===== config.mk =====
export PLATFORM = sky130hd
export DESIGN_NAME = phold_mem_arbiter
export DESIGN_NICKNAME = d
export VERILOG_FILES = /design/src/rtl/phold_mem_arbiter.sv
export SDC_FILE = /design/constraint.sdc
export NUM_CORES = 1
export LEC_CHECK = 0
export ABC_AREA = 1
export BUFFER_PORTS_ARGS = -buffer_cell sky130_fd_sc_hd__buf_2
export CORE_AREA = 8 8 381 383
export CTS_CLUSTER_DIAMETER = 40
export DETAILED_ROUTE_END_ITERATION = 10
export DIE_AREA = 0 0 389 391
export SETUP_SLACK_MARGIN = 0.02
export SLEW_MARGIN = 20
export SYNTH_ARGS = -nofsm -noshare
export SYNTH_HDL_FRONTEND = slang
export SYNTH_SLANG_ARGS = --single-unit

===== constraint.sdc =====
create_clock -name clk -period 2.7 [get_ports clk]
set_input_delay 0.405 -clock clk [delete_from_list [all_inputs] [get_ports clk]]
set_output_delay 0.405 -clock clk [all_outputs]
set_load 0.005 [all_outputs]

===== src/rtl/phold_mem_arbiter.sv =====
// Round-robin arbiter sharing one MC request port among NC phold cores.
// Optional ARB_STATS_EN adds saturating grant/stall counters.
module phold_mem_arbiter #(
  parameter int NC              = 4,
  parameter int NCB             = 2,
  parameter int MC_RTNCTL_WIDTH = 32
) (
  input  logic                         clk,
  input  logic                         rst_n,
  input  logic [NC-1:0]                core_rq_vld,
  input  logic [3*NC-1:0]              core_rq_cmd,
  input  logic [4*NC-1:0]              core_rq_scmd,
  input  logic [48*NC-1:0]             core_rq_vadr,
  input  logic [2*NC-1:0]              core_rq_size,
  input  logic [MC_RTNCTL_WIDTH*NC-1:0] core_rq_rtnctl,
  input  logic [64*NC-1:0]             core_rq_data,
  output logic [NC-1:0]                core_mem_gnt,
  output logic                         mc_rq_vld,
  output logic [2:0]                   mc_rq_cmd,
  output logic [3:0]                   mc_rq_scmd,
  output logic [47:0]                  mc_rq_vadr,
  output logic [1:0]                   mc_rq_size,
  output logic [MC_RTNCTL_WIDTH-1:0]   mc_rq_rtnctl,
  output logic [63:0]                  mc_rq_data,
  output logic                         mc_rq_flush,
  input  logic                         mc_rq_stall,
  input  logic                         mc_rs_vld,
  input  logic [2:0]                   mc_rs_cmd,
  input  logic [3:0]                   mc_rs_scmd,
  input  logic [MC_RTNCTL_WIDTH-1:0]   mc_rs_rtnctl,
  input  logic [63:0]                  mc_rs_data,
  output logic                         mc_rs_stall,
  output logic                         core_rs_vld,
  output logic [2:0]                   core_rs_cmd,
  output logic [3:0]                   core_rs_scmd,
  output logic [MC_RTNCTL_WIDTH-1:0]   core_rs_rtnctl,
  output logic [63:0]                  core_rs_data
`ifdef ARB_STATS_EN
  ,
  output logic [31:0]                  grant_count,
  output logic [31:0]                  stall_cycles
`endif
);

  localparam int RW = MC_RTNCTL_WIDTH;

  typedef enum logic {
    ARB  = 1'b0,
    HOLD = 1'b1
  } state_t;

  state_t r_state;
  state_t w_next;
  logic   w_load;

  logic [NCB-1:0] r_rr_ptr;
  logic [NCB-1:0] w_rr_nxt;
  logic [NCB-1:0] w_hi;
  logic [NCB-1:0] w_lo;
  logic           w_hi_found;
  logic [NCB-1:0] w_win;

  logic [NC-1:0]  w_gnt;
  logic [2:0]     w_cmd;
  logic [3:0]     w_scmd;
  logic [47:0]    w_vadr;
  logic [1:0]     w_size;
  logic [RW-1:0]  w_rtnctl;
  logic [63:0]    w_data;

  logic [NC-1:0]  r_gnt;
  logic           r_vld;
  logic [2:0]     r_cmd;
  logic [3:0]     r_scmd;
  logic [47:0]    r_vadr;
  logic [1:0]     r_size;
  logic [RW-1:0]  r_rtnctl;
  logic [63:0]    r_data;

  logic           r_rs_vld;
  logic [2:0]     r_rs_cmd;
  logic [3:0]     r_rs_scmd;
  logic [RW-1:0]  r_rs_rtnctl;
  logic [63:0]    r_rs_data;

  // Lowest requester at/above the pointer wins, else lowest overall
  always_comb begin
    w_hi       = '0;
    w_lo       = '0;
    w_hi_found = 1'b0;
    for (int i = NC - 1; i >= 0; i--) begin
      if (core_rq_vld[i]) begin
        w_lo = NCB'(i);
        if (NCB'(i) >= r_rr_ptr) begin
          w_hi       = NCB'(i);
          w_hi_found = 1'b1;
        end
      end
    end
    w_win = w_hi_found ? w_hi : w_lo;
  end

  assign w_rr_nxt = (w_win == NCB'(NC - 1)) ? '0
                                            : w_win + 1'b1;

  always_comb begin
    w_gnt    = '0;
    w_cmd    = '0;
    w_scmd   = '0;
    w_vadr   = '0;
    w_size   = '0;
    w_rtnctl = '0;
    w_data   = '0;
    for (int i = 0; i < NC; i++) begin
      if (NCB'(i) == w_win) begin
        w_gnt[i] = 1'b1;
        w_cmd    = core_rq_cmd[3*i +: 3];
        w_scmd   = core_rq_scmd[4*i +: 4];
        w_vadr   = core_rq_vadr[48*i +: 48];
        w_size   = core_rq_size[2*i +: 2];
        w_rtnctl = core_rq_rtnctl[RW*i +: RW];
        w_data   = core_rq_data[64*i +: 64];
      end
    end
  end

  always_ff @(posedge clk or negedge rst_n) begin
    if (!rst_n) r_state <= ARB;
    else        r_state <= w_next;
  end

  always_comb begin
    w_next = r_state;
    w_load = 1'b0;
    unique case (r_state)
      ARB: begin
        if (|core_rq_vld && !mc_rq_stall) begin
          w_load = 1'b1;
          w_next = HOLD;
        end
      end
      HOLD:    w_next = ARB;
      default: w_next = ARB;
    endcase
  end

  always_ff @(posedge clk or negedge rst_n) begin
    if (!rst_n) begin
      r_rr_ptr <= '0;
      r_gnt    <= '0;
      r_vld    <= 1'b0;
      r_cmd    <= '0;
      r_scmd   <= '0;
      r_vadr   <= '0;
      r_size   <= '0;
      r_rtnctl <= '0;
      r_data   <= '0;
    end else begin
      r_vld <= w_load;
      r_gnt <= w_load ? w_gnt : '0;
      if (w_load) begin
        r_rr_ptr <= w_rr_nxt;
        r_cmd    <= w_cmd;
        r_scmd   <= w_scmd;
        r_vadr   <= w_vadr;
        r_size   <= w_size;
        r_rtnctl <= w_rtnctl;
        r_data   <= w_data;
      end
    end
  end

  always_ff @(posedge clk or negedge rst_n) begin
    if (!rst_n) begin
      r_rs_vld    <= 1'b0;
      r_rs_cmd    <= '0;
      r_rs_scmd   <= '0;
      r_rs_rtnctl <= '0;
      r_rs_data   <= '0;
    end else begin
      r_rs_vld    <= mc_rs_vld;
      r_rs_cmd    <= mc_rs_cmd;
      r_rs_scmd   <= mc_rs_scmd;
      r_rs_rtnctl <= mc_rs_rtnctl;
      r_rs_data   <= mc_rs_data;
    end
  end

  assign core_mem_gnt   = r_gnt;
  assign mc_rq_vld      = r_vld;
  assign mc_rq_cmd      = r_cmd;
  assign mc_rq_scmd     = r_scmd;
  assign mc_rq_vadr     = r_vadr;
  assign mc_rq_size     = r_size;
  assign mc_rq_rtnctl   = r_rtnctl;
  assign mc_rq_data     = r_data;
  assign mc_rq_flush    = 1'b0;
  assign mc_rs_stall    = 1'b0;
  assign core_rs_vld    = r_rs_vld;
  assign core_rs_cmd    = r_rs_cmd;
  assign core_rs_scmd   = r_rs_scmd;
  assign core_rs_rtnctl = r_rs_rtnctl;
  assign core_rs_data   = r_rs_data;

`ifdef ARB_STATS_EN
  logic [31:0] r_grant_cnt;
  logic [31:0] r_stall_cnt;
  logic        w_stall_cyc;

  assign w_stall_cyc = (r_state == ARB) && |core_rq_vld
                       && mc_rq_stall;

  always_ff @(posedge clk or negedge rst_n) begin
    if (!rst_n) begin
      r_grant_cnt <= '0;
      r_stall_cnt <= '0;
    end else begin
      if (w_load && r_grant_cnt != '1)
        r_grant_cnt <= r_grant_cnt + 32'd1;
      if (w_stall_cyc && r_stall_cnt != '1)
        r_stall_cnt <= r_stall_cnt + 32'd1;
    end
  end

  assign grant_count  = r_grant_cnt;
  assign stall_cycles = r_stall_cnt;
`endif

endmodule


==> results by group <==
Power
  • Psw: 10.1 mW
  • Logic pwr share: 0.457
  • Sw frac: 0.435
  • Maximum vdd drop: 0.429 mV
  • PwrDens: 966 nW/um2
  • Clock Power Share: 0.283
  • Leakage power: 11.8 nW
  • Tot Pwr: 23.3 mW
  • Internal power: 13.1 mW
  • Sequential share of power: 0.260

Cells and area
  • Layout cell share with drive strength beyond 1: 0.402
  • Fin util: 0.174
  • Most frequent cells in the layout: buf_2, nand2_1, a21oi_1
  • FILL cells: 15800
  • Area grow syn2layout: 91.5%
  • Most common cell after layout, fill and taps aside: buf_2
  • Final nets: 3586

Synth
  • Post-synth top flop: dfrtp_1
  • Syn avg cell area: 7.62 um2
  • Syn Inst Count: 1652
  • EDFF count, synth: 0
  • Leading area contributor after synthesis: dfrtp_1
  • Ys async rst share: 1.00
  • Yosys cell types: 19
  • #FFs+latches synth: 264
  • Mapped cell area: 12600 um2
  • Synth Warn #: 0
  • Largest cells by area after synthesis: dfrtp_1, nand2_1, a21oi_1, nand3_1, nor2_1
  • Sequential area share after synthesis: 0.525
  • Synth top area share: 0.525

Clock network
  • CTS Root Cell: clkbuf_16
  • H-Tree Depth: 2
  • Clock buffer depth: 3
  • Worst-skew pair later-pin latency: 600 ps
  • CTS sink count: 264
  • CTS tree: done
  • Clock-pin slew on the worst setup and hold paths: 50 ps
  • TritonCTS Buffers: 49

GRT
  • Pin count of the biggest net entering global routing: 77
  • GRT Overall Usage: 0.130
  • Overflow after GRT: 0
  • First-pass GRT wire length: 141 mm
  • Vias in the first global route: 17700
  • Antenna violations before repair: 34

Place
  • Routability cong.: 0.993
  • Placement Setup Slack: 25.9 ps
  • Port Buf Inserts: 984
  • Post-DP HPWL: 88.8 mm

Job
  • Max-cap viol count: 0

Die
  • Row cnt: 137
  • I/O pin count: 987
  • Die area: 152000 um2
  • Die H: 391 um
  • Die width: 389 um
  • Total core area: 139000 um2
  • Initial Util: 0.0906

Outcome
  • Status: finished clean

Setup path
  • Required time worst endpoint: 3220 ps
  • Max FO, Critical Path: 76
  • CP endpoint kind: register
  • Worst EP arrival: 3060 ps
  • Kind of critical path: register to register
  • Type of element launching the critical path: register

STA
  • Slew HR: 0.568
  • Setup TNS: 0 ps
  • Max Freq: 393 MHz
  • Setup-failing EPs final: 0
  • Worst Tran Pin Value: 648 ps
  • RSZ-0062 raised after global routing: false
  • Final Hold Viols: 0
  • Hold WS: 51.8 ps
  • Minimum clock period: 2550 ps
  • Final period util: 0.943
  • Worst Skew: 29.0 ps
  • Final slew viol count: 0
  • Final worst slack: 155 ps

Routing
  • Final ANT Viol Nets: 0
  • Total vias in the final route: 16800
  • TritonRoute pass-1 iters: 5
  • Drt drc: 0
  • WL final: 105 mm
  • Initial detailed-routing violation count: 914
  • Vias per cell: 3.55
  • WL/cell: 22.4 um

Hold path
  • Hold Path Class: input pin to register
sequential cells by signal, indices dropped and copies added (netlist names), 3 cells and up:
signal / count
core_mem_gnt: 4
core_rs_data: 64
mc_rq_data: 64
core_rs_rtnctl: 32
core_rs_cmd: 3
mc_rq_rtnctl: 32
mc_rq_vadr: 48
core_rs_scmd: 4
mc_rq_scmd: 4
mc_rq_cmd: 3
critical path, cell delays in order, from the launching register on:
cell	delay (ps)
dfrtp_1	390
nand2_1	90
a21oi_1	180
nand3_1	100
nand2_1	180
ha_4	230
buf_12	330
buf_4	350
a21oi_1	60
a21oi_1	190
nand2_1	80
nand3_1	90
synth_stat cells, types with 2 or more instances:
cell      count
buf_4         6
clkbuf_1     27
nand3_1     154
buf_2        66
nor2_1      161
dfrtp_1     264
a21oi_1     309
inv_2         2
inv_1         9
ha_1          4
buf_1        17
nor2_4        3
nand2_1     624
power groups by stage:
stage	sequential (mW)	combinational [mW]	clock, mW
final	6.05	10.6	6.59
after global routing	6.20	11.7	6.95
after CTS	6.04	10.9	6.80
after detailed placement	6.08	10.6	0
after global placement	6.05	10.6	0
after floorplan	5.99	4.14	0
cell type report:
type	instances	area (um2)	area share
inverters	11	46.3	0.00192
diodes	10	25.0	0.00104
clock inverters	38	488	0.0202
well taps	1807	2260	0.0938
multi-input cells	1261	5420	0.225
repair buffers	1272	7980	0.331
clock buffers	54	1270	0.0529
flip-flops and latches	264	6610	0.274
final timing paths:
check	cells past startpoint	start	to	slack, ps
worst max-delay path	11	r_rr_ptr[1]$_DFFE_PN0P_	mc_rq_data[7]$_DFFE_PN0P_	150
worst min-delay path	3	core_rq_vadr[175]	mc_rq_vadr[31]$_DFFE_PN0P_	50
worst max register to register	11	r_rr_ptr[1]$_DFFE_PN0P_	mc_rq_data[7]$_DFFE_PN0P_	150
worst min register to register	2	mc_rq_data[9]$_DFFE_PN0P_	mc_rq_data[9]$_DFFE_PN0P_	490
max in group asynchronous	4	rst_n	core_rs_rtnctl[11]$_DFF_PN0_	1620
min in group asynchronous	2	rst_n	mc_rq_vadr[46]$_DFFE_PN0P_	350
metal layers:
layer / up-vias / global-route usage / wire length (um)
met5: - / 0 / 80
met4: 12 / 0.0414 / 3740
met3: 166 / 0.0426 / 9100
met2: 843 / 0.219 / 50300
met1: 7924 / 0.155 / 42300
li1: 7808 / - / -
per-stage QoR:
step | cells | cell area [um2]
after floorplan | 1653 | 12600
after global placement | 4409 | 20200
after detailed placement | 4409 | 20200
after CTS | 4705 | 24000
after global routing | 4711 | 24100
final | 4717 | 24100
timing repair:
item	in CTS	in global routing
endpoints found under the hold margin	243	0
hold buffers	204	0
buffers inserted	0	1
endpoints found under the setup margin	0	26
resized for setup	0	3
logic make-up (layout without fill, tap and decap cells):
kind of cell / count (synthesis) / in the layout / synth area share
compound gates: 310 / 310 / 0.123
fa+ha+maj: 4 / 4 / 0.00398
buf+inv: 128 / 1375 / 0.0471
flops: 264 / 264 / 0.525
other cells: 1 / 12 / 0.000298
simple gates: 945 / 945 / 0.300
Power figures use the tool's default switching activity.
